**src/rtl/rst_seq_pkg.sv**
```systemverilog
// rst_seq_pkg: register map, FSM states and STATUS layout shared by rst_seq_gen
package rst_seq_pkg;
  localparam logic [4:0] ADDR_CTRL   = 5'd0;
  localparam logic [4:0] ADDR_STATUS = 5'd1;
  localparam logic [4:0] ADDR_SWRST  = 5'd2;
  localparam logic [4:0] ADDR_DELAY0 = 5'd3;
  localparam int CTRL_START  = 0;
  localparam int CTRL_BYPASS = 1;
  localparam int ST_DONE = 0;
  localparam int ST_LOCK = 1;
  localparam int ST_FSM  = 2;
  localparam int ST_RSTN = 8;
  typedef enum logic [2:0] {
    IDLE      = 3'd0,
    WAIT_LOCK = 3'd1,
    RELEASE   = 3'd2,
    RUN       = 3'd3
  } state_e;
endpackage

```
**src/rtl/rst_seq_swpulse.sv**
```systemverilog
// rst_seq_swpulse: per-channel software reset pulse down-counter
module rst_seq_swpulse #(
  parameter int SW_PULSE = 16
) (
  input  logic clk_i,
  input  logic rst_i,
  input  logic hold_i,
  input  logic clr_i,
  input  logic trig_i,
  output logic active_o
);
  localparam int W = $clog2(SW_PULSE + 1);
  logic [W-1:0] cnt_q, cnt_d;
  // reload on trigger (restarting any running pulse), otherwise count down to zero
  always_comb begin
    cnt_d = hold_i ? cnt_q : clr_i ? '0 : trig_i ? W'(SW_PULSE) : (cnt_q != '0) ? cnt_q - 1'b1 : cnt_q;
    active_o = cnt_q != '0;
  end
  // counter register
  always_ff @(posedge clk_i) begin
    if (rst_i) cnt_q <= '0;
    else cnt_q <= cnt_d;
  end
endmodule

```
**src/rtl/rst_seq_gen.sv**
```systemverilog
// rst_seq_gen: lock-qualified, ordered release of NUM_CH reset domains with leading clock enables
module rst_seq_gen
  import rst_seq_pkg::*;
#(
  parameter int NUM_CH        = 4,
  parameter int CNT_W         = 12,
  parameter int CLK_EN_LEAD   = 4,
  parameter int LOCK_LOSS_RST = 1,
  parameter int SW_PULSE      = 16
) (
  input  logic              clk_i,
  input  logic              rst_i,
  input  logic              testmode_i,
  input  logic              lock_i,
  input  logic              cfg_req_i,
  input  logic              cfg_wrn_i,
  input  logic [4:0]        cfg_add_i,
  input  logic [31:0]       cfg_data_i,
  output logic              cfg_ack_o,
  output logic [31:0]       cfg_r_data_o,
  output logic [NUM_CH-1:0] rstn_o,
  output logic [NUM_CH-1:0] clk_en_o,
  output logic              done_o
);
  localparam int CH_W = NUM_CH > 1 ? $clog2(NUM_CH) : 1;
  state_e state_q, state_d;
  logic [CH_W-1:0] ch_q, ch_d, nxt;
  logic [CNT_W-1:0] cnt_q, cnt_d, cur_q, cur_d, thr;
  logic [CNT_W-1:0] delay_q [NUM_CH];
  logic [CNT_W-1:0] delay_d [NUM_CH];
  logic [NUM_CH-1:0] rstn_q, rstn_d, en_q, en_d, en_live, sw_act, sw_trig;
  logic lock_s1_q, lock_s1_d, lock_s2_q, lock_s2_d, bypass_q, bypass_d, ack_q, ack_d;
  logic [31:0] rdata_q, rdata_d, rd_val, status;
  logic acc, we, start, lock_ok, last, unused_ok;

  assign unused_ok = ^cfg_data_i;
  assign cfg_ack_o = ack_q;
  assign cfg_r_data_o = rdata_q;

  // config port: one-cycle ack, register writes on the ack edge, registered read data
  always_comb begin
    acc = cfg_req_i & ~ack_q;
    we = acc & ~cfg_wrn_i;
    ack_d = acc;
    start = we & (cfg_add_i == ADDR_CTRL) & cfg_data_i[CTRL_START];
    bypass_d = (we & (cfg_add_i == ADDR_CTRL)) ? cfg_data_i[CTRL_BYPASS] : bypass_q;
    sw_trig = (we & (cfg_add_i == ADDR_SWRST) & (state_q == RUN)) ? cfg_data_i[NUM_CH-1:0] : '0;
    status = '0;
    status[ST_DONE] = done_o;
    status[ST_LOCK] = lock_s2_q;
    status[ST_FSM +: 3] = state_q;
    status[ST_RSTN +: NUM_CH] = rstn_o;
    rd_val = (cfg_add_i == ADDR_CTRL) ? {30'd0, bypass_q, 1'b0} : (cfg_add_i == ADDR_STATUS) ? status : '0;
    for (int i = 0; i < NUM_CH; i++) begin
      delay_d[i] = (we && cfg_add_i == ADDR_DELAY0 + 5'(i)) ? cfg_data_i[CNT_W-1:0] : delay_q[i];
      if (cfg_add_i == ADDR_DELAY0 + 5'(i)) rd_val = 32'(delay_q[i]);
    end
    rdata_d = (acc & cfg_wrn_i) ? rd_val : '0;
    lock_s1_d = lock_i;
    lock_s2_d = lock_s1_q;
  end

  // sequencing FSM: per-channel delay countdown, in-order release and lock-loss restart
  always_comb begin
    state_d = state_q;
    ch_d = ch_q;
    cnt_d = cnt_q;
    cur_d = cur_q;
    rstn_d = rstn_q;
    en_d = en_q;
    lock_ok = lock_s2_q | bypass_q;
    last = (cur_q == '0) || (cnt_q == cur_q - 1'b1);
    thr = (cur_q > CNT_W'(CLK_EN_LEAD)) ? cur_q - CNT_W'(CLK_EN_LEAD) : '0;
    nxt = (ch_q == CH_W'(NUM_CH - 1)) ? '0 : ch_q + 1'b1;
    if (testmode_i) begin
      state_d = state_q;
    end else if (LOCK_LOSS_RST != 0 && !lock_ok && (state_q == RELEASE || state_q == RUN)) begin
      state_d = WAIT_LOCK;
      rstn_d = '0;
      en_d = '0;
    end else if (state_q == IDLE) begin
      if (start) state_d = WAIT_LOCK;
    end else if (state_q == WAIT_LOCK) begin
      if (lock_ok) begin
        state_d = RELEASE;
        ch_d = '0;
        cnt_d = '0;
        cur_d = delay_d[0];
      end
    end else if (state_q == RELEASE) begin
      cnt_d = cnt_q + 1'b1;
      if (last) begin
        rstn_d[ch_q] = 1'b1;
        en_d[ch_q] = 1'b1;
        ch_d = nxt;
        cnt_d = '0;
        cur_d = delay_d[nxt];
        if (ch_q == CH_W'(NUM_CH - 1)) state_d = RUN;
      end
    end
  end

  // outputs: the active channel's enable leads its release; testmode forces everything open
  always_comb begin
    for (int i = 0; i < NUM_CH; i++)
      en_live[i] = (state_q == RELEASE) && (ch_q == CH_W'(i)) && (cur_q != '0) && (cnt_q >= thr);
    rstn_o = testmode_i ? {NUM_CH{~rst_i}} : rstn_q & ~sw_act;
    clk_en_o = testmode_i ? '1 : en_q | en_live;
    done_o = state_q == RUN;
  end

  // state, config and lock synchronizer registers
  always_ff @(posedge clk_i) begin
    if (rst_i) begin
      state_q <= IDLE;
      ch_q <= '0;
      cnt_q <= '0;
      cur_q <= '0;
      rstn_q <= '0;
      en_q <= '0;
      lock_s1_q <= 1'b0;
      lock_s2_q <= 1'b0;
      bypass_q <= 1'b0;
      ack_q <= 1'b0;
      rdata_q <= '0;
      for (int i = 0; i < NUM_CH; i++) delay_q[i] <= CNT_W'(16 * (i + 1));
    end else begin
      state_q <= state_d;
      ch_q <= ch_d;
      cnt_q <= cnt_d;
      cur_q <= cur_d;
      rstn_q <= rstn_d;
      en_q <= en_d;
      lock_s1_q <= lock_s1_d;
      lock_s2_q <= lock_s2_d;
      bypass_q <= bypass_d;
      ack_q <= ack_d;
      rdata_q <= rdata_d;
      delay_q <= delay_d;
    end
  end

  for (genvar c = 0; c < NUM_CH; c++) begin : g_sw
    rst_seq_swpulse #(.SW_PULSE(SW_PULSE)) u_sw (
      .clk_i(clk_i),
      .rst_i(rst_i),
      .hold_i(testmode_i),
      .clr_i(state_q != RUN),
      .trig_i(sw_trig[c]),
      .active_o(sw_act[c])
    );
  end
endmodule

```
**config.mk**
```make
export PLATFORM = sky130hd
export DESIGN_NAME = rst_seq_gen
export DESIGN_NICKNAME = d
export VERILOG_FILES = /design/src/rtl/rst_seq_pkg.sv /design/src/rtl/rst_seq_swpulse.sv /design/src/rtl/rst_seq_gen.sv
export SDC_FILE = /design/constraint.sdc
export NUM_CORES = 1
export LEC_CHECK = 0
export BUFFER_PORTS_ARGS = -buffer_cell sky130_fd_sc_hd__buf_2
export CAP_MARGIN = 20
export CORE_UTILIZATION = 25
export CTS_CLUSTER_DIAMETER = 150
export CTS_CLUSTER_SIZE = 30
export DETAILED_ROUTE_END_ITERATION = 10
export HOLD_SLACK_MARGIN = 0.03
export PLACE_DENSITY = 0.41
export RECOVER_POWER = 100
export SYNTH_ARGS = -nofsm -noshare
export SYNTH_HDL_FRONTEND = slang
export SYNTH_SLANG_ARGS = --single-unit
```
**constraint.sdc**
```tcl
create_clock -name clk_i -period 5.3 [get_ports clk_i]
set_input_delay 0.53 -clock clk_i [delete_from_list [all_inputs] [get_ports clk_i]]
set_output_delay 0.53 -clock clk_i [all_outputs]
set_load 0.01 [all_outputs]
```
After elaboration in Yosys (flattened, before gate mapping)
Index checks and enable logic that the tools add are counted.
- register bits after elaboration: 141
- latch bits: 0
- memory bits (writable): 0
- bits in read-only memories: 0
- bits of input ports: 43
- word-level logic and storage cells: 186
- memories: 0
- $add $sub $neg: 8
- $mul: 0
- divide/modulo/power cells: 0
- magnitude comparators: 5
- equality and inequality tests: 19
- shifts and indexed selects: 0
- muxes and demuxes: 62
- bitwise gates (word level): 21
- reductions and logical operators: 51
- operators with widths (kind ; count):
    2-to-1 mux 12 bit ; 21
    2-to-1 mux 5 bit ; 12
    2-to-1 mux 4 bit ; 13
    binary-select mux 12 bit (select 2 bit) ; 1
    2-to-1 mux 3 bit ; 8
    nonzero test 5 bit ; 4
    subtractor 5 x 1 -> 5 bit (second input constant) ; 4
    logical AND 1 bit ; 18
    == test 5 x 3 -> 1 bit (second input constant) ; 3
    adder 12 x 1 -> 12 bit (second input constant) ; 1
    == test 12 bit ; 1
    greater-or-equal comparator 12 bit ; 1
    > comparator 12 x 3 -> 1 bit (second input constant) ; 1
    zero test 12 bit ; 1
    bitwise OR 4 bit ; 3
    AND reduction 6 bit ; 2
    nonzero test 12 bit ; 1
    nonzero test 3 bit ; 4
    nonzero test 4 bit ; 3
    subtractor 12 x 1 -> 12 bit (second input constant) ; 1
    subtractor 12 x 3 -> 12 bit (second input constant) ; 1
    == test 5 x 2 -> 1 bit (second input constant) ; 2
    2-to-1 mux 2 bit ; 5
    AND reduction 5 bit ; 2
    30 further kinds ; 53

Logic depth before layout (Yosys ltp)
- word-level depth: 11
- depth in mapped cells: 13

Hierarchy
A second synthesis with hierarchy kept.
- cells, all modules: 858
- area, all modules: 6932.9 µm²
- by module, submodules not included (module ; instances ; cells an instance ; area an instance (µm²) ; seq. area each (µm²)):
    rst_seq_gen ; 1 ; 734 ; 5926.9 ; 2001.9
    rst_seq_swpulse ; 4 ; 31 ; 251.5 ; 100.1

Least setup slack after synthesis
OpenSTA, ideal clock, no wires.
- kind: reg2out
- start point: register cur_q[4]
- end point: output port clk_en_o[0]
- arrival: 2848 ps
- required time: 4770 ps
- path slack: 1922 ps
- stages on the path, launching flop included: 12
- buffers on the path: 1
- cell sequence: dfxtp_1 -> clkbuf_1 -> nor4_2 -> nand3_1 -> nand2_1 -> ha_1 -> a21o_1 -> a21o_1 -> a211oi_1 -> o21bai_1 -> a41oi_1 -> o21ai_0
- cells in the longest elaborated chain, start to end: 6
- elaborated cells between the ends (all ways): 9
- those cells by class: add/sub: 1; order compare: 2; mux: 2; bitwise: 1; reduce/logical: 3
- ends and longest elaborated chain (item ; RTL line ; text):
    start: declaration ; rst_seq_gen.sv:28 ; logic [CNT_W-1:0] cnt_q, cnt_d, cur_q, cur_d, thr;
    start signal: assignment ; rst_seq_gen.sv:131 ; cur_q <= cur_d;
    subtractor 12 x 3 -> 12 bit or > comparator 12 x 3 -> 1 bit (tied branches) ; rst_seq_gen.sv:73 ; thr = (cur_q > CNT_W'(CLK_EN_LEAD)) ? cur_q - CNT_W'(CLK_EN_LEAD) : '0;
    2-to-1 mux 12 bit ; rst_seq_gen.sv:73 ;
    greater-or-equal comparator 12 bit ; rst_seq_gen.sv:106 ; en_live[i] = (state_q == RELEASE) && (ch_q == CH_W'(i)) && (cur_q != '0) && (cnt_q >= thr);
    logical AND 1 bit (*) ; rst_seq_gen.sv:106 ;
    bitwise OR 4 bit (*) ; rst_seq_gen.sv:108 ; clk_en_o = testmode_i ? '1 : en_q | en_live;
    2-to-1 mux 4 bit (*) ; rst_seq_gen.sv:108 ;
    end: declaration ; rst_seq_gen.sv:22 ; output logic [NUM_CH-1:0] clk_en_o,
Mark *: on every way between the ends. The rest lies on a longest branch, timed or not.

Worst setup path in the final report
Same ends and word-level chain as after synthesis.

==> impl_metrics.tcl <==
set metrics [dict create \
    boundaryPins 85 \
    crit_top_cell "sky130_fd_sc_hd__a21o_1" \
    area.growth.synth_to_final_pct 14.3 \
    async_flop_share 0 \
    rsz0062_at_grt "false" \
    dieArea_um2 27600 \
    leading_cell_types_in_the_layout_fill_and_taps_excluded "120 x sky130_fd_sc_hd__dfxtp_1, 105 x sky130_fd_sc_hd__nor2_1, 57 x sky130_fd_sc_hd__nand2_1" \
    cts_hold_buf 0 \
    start_util 0.257 \
    grtUsageTotal 0.147 \
    hold_viol 0 \
    worst-endpoint-required_ns 4.77 \
    critical_path.max_stage_delay_ns 0.75 \
    grt_overflow_total 0 \
    layout.cells.most_common "sky130_fd_sc_hd__dfxtp_1" \
    synthDistinctLibCells 62 \
    crit_path_end_kind "output pin" \
    route.detailed.vias_per_inst 4.96 \
    synth_enable_flop_cells 0 \
    timing.final.max_slew_violations 106 \
    worst_setup_path_category "flop to output pin" \
    synth-warning-count 0 \
    worstHoldStart "lock_i" \
    dr.first_iter.drc_count 380 \
    tightest_slew_ns 2.86 \
    vias 5790 \
    clk_latency_ns 0.42 \
    grt_start_max_net_pins 59 \
    layout.nets 896 \
    root_buffer "sky130_fd_sc_hd__clkbuf_16" \
    grt_antenna_before_repair 0 \
    power_density_nw_per_um2 278 \
    cts_setup_buffers 0 \
    ant_nets 0 \
    worst_setup_hold_path_clk_slew_ns 0.06 \
    power_leakage_nw 2.89 \
    post_synth_instance_area_um2 6730 \
    place_inst 1133 \
    io_buffers 44 \
    cp_cell_sequence "nor4_2, nand3_1, nand2_1, ha_1, a21o_1, a21o_1, a211oi_1, o21bai_1, a41oi_1, o21ai_0, clkbuf_1" \
    seq_area_frac_synth 0.357 \
    cts.sink_count 120 \
    final_cell_area_um2 7700 \
    worstPathArrival_ns 3.98 \
    rows 59 \
    critical_path.startpoint "cur_q[4]" \
    average_wire_length_per_cell_after_detail_routing_um 17.1 \
    global_route_wire_length_before_repair_mm 31.6 \
    cts.repair.resized 0 \
    violations "design-rule violations, max-capacitance violations, max-slew violations" \
    die_height_um 166 \
    fin_cells 1167 \
    detail_route.drc_violations 4 \
    cts_max_level 4 \
    fin_worst_skew_ns 0.00915 \
    max_freq_ghz 0.222 \
    finalWirelength_mm 20.0 \
    numCtsBuffers 17 \
    ys_seq_elements 120 \
    setup_tns_ns 0 \
    start_kind "flop" \
    vias_in_the_first_global_route 5363 \
    post_route_cells_drive_above_1_share 0.0938 \
    finalSetupViolations 0 \
    post_synth.cell_area_avg_um2 8.50 \
    die-width_um 166 \
    top_reg_cell_synth "sky130_fd_sc_hd__dfxtp_1" \
    result_of_the_run "finished, violations left" \
    synthCells 792 \
    fp.coreArea_um2 26200 \
    max-vdd-ir-drop_v 0.000213 \
    timing.final.crit_period_ns 4.51 \
    max_cap_viol_count 2 \
    timing.final.crit_share 0.851 \
    crit_slowest_cell "sky130_fd_sc_hd__nor4_2" \
    ctsLongestPathBuffers 2 \
    hold_path.class "input port to flop" \
    r2r-start "cur_q[4]" \
    n_antenna_cell 0 \
    post-dp-hpwl_mm 14.0 \
    dpl-instance-area_um2 7170 \
    crit_path_max_fanout 11 \
    fill_cells 2826 \
    place.gp.congestion 0.802 \
    cts_tree "done" \
    drtPass1Iterations 7 \
    slew_headroom -0.905 \
]
==> through the flow <==
stage	setup WS, ns	power [mW]	utilization	hold slack (ns)
after detailed placement	1.23	1.02	0.273	0.422
after global placement	1.25	1.02	0.273	0.424
after global routing	0.415	2.23	0.294	0.316
final	0.790	2.14	0.294	0.318
after floorplan	1.92	0.991	-	0.414
after CTS	0.797	2.17	0.296	0.300
==> cell usage after synthesis, drive strengths merged (8+ instances only) <==
library cell,n,share of area
dfxtp,120,0.36
nor2,105,0.061
nand2,57,0.032
mux2i,52,0.077
a21oi,36,0.028
clkbuf,35,0.020
ha,34,0.063
buf,28,0.031
inv,25,0.014
nor3,24,0.018
a22oi,23,0.026
o21ai,21,0.016
o22ai,20,0.019
xnor2,20,0.026
a211oi,16,0.018
nand3,16,0.012
nand4,15,0.014
a31oi,13,0.012
nor4,13,0.013
a22o,11,0.014
nand2b,11,0.010
xor2,11,0.014
mux2,8,0.013
o22a,8,0.010
==> state kept, by name, summed over array words and instances, names as in the netlist <==
signal           cells
lock_s2_q            1
cnt_q               12
rstn_q               4
g_sw.u_sw.cnt_q     20
bypass_q             1
en_q                 4
ch_q                 2
state_q              2
delay_q             48
cur_q               12
cfg_ack_o            1
lock_s1_q            1
cfg_r_data_o        12
==> cell families after synthesis <==
| group | after synthesis | synth area share |
|---|---|---|
| other | 1 | 0.000557 |
| muxes | 60 | 0.0907 |
| AOI/OAI and AO/OA | 167 | 0.167 |
| DFF | 120 | 0.357 |
| xor gates and xnor gates | 31 | 0.0403 |
| buffers and inverters | 88 | 0.0645 |
| and+or+nand+nor | 291 | 0.217 |
| adders and majority gates | 34 | 0.0632 |
==> report_power, final <==
group,leakage [nW],switching (mW),internal (mW)
clock,0.285,0.478,0.669
sequential,0.968,0.00327,0.906
combinational,1.64,0.0624,0.0239
==> critical path: cells and delay by family, from the launching register on <==
family                     cells  cell delay, ns
and+or+nand+nor                3            1.46
AOI/OAI and AO/OA              6            1.27
DFF                            1            0.42
adders and majority gates      1            0.24
buffers and inverters          1            0.16
==> metal layers <==
metal	GRT usage	routed length [um]
met1	0.207	9880
met3	0.0274	705
met2	0.230	9180
met4	0.0390	208
met5	0	0
==> path summary, 6_finish.rpt <==
path | depth (start not counted) | slack, ns | endpoint
setup / recovery | 11 | 0.79 | clk_en_o[0]
hold / removal | 2 | 0.32 | lock_s1_q
setup reg to reg | 7 | 1.35 | cur_q[11]
hold reg to reg | 1 | 0.44 | lock_s2_q
==> area by class of cell <==
| cell class | instances | area, um2 | share of cell area |
|---|---|---|---|
| Sequential cell | 120 | 2400 | 0.312 |
| Clock buffer | 18 | 439 | 0.0571 |
| Inverter | 25 | 93.8 | 0.0122 |
| Timing Repair Buffer | 52 | 239 | 0.0310 |
| Tap cell | 335 | 419 | 0.0545 |
| Multi-Input combinational cell | 603 | 3960 | 0.515 |
| Clock inverter | 14 | 140 | 0.0182 |
Note: power is estimated with default switching activity, not from simulation.
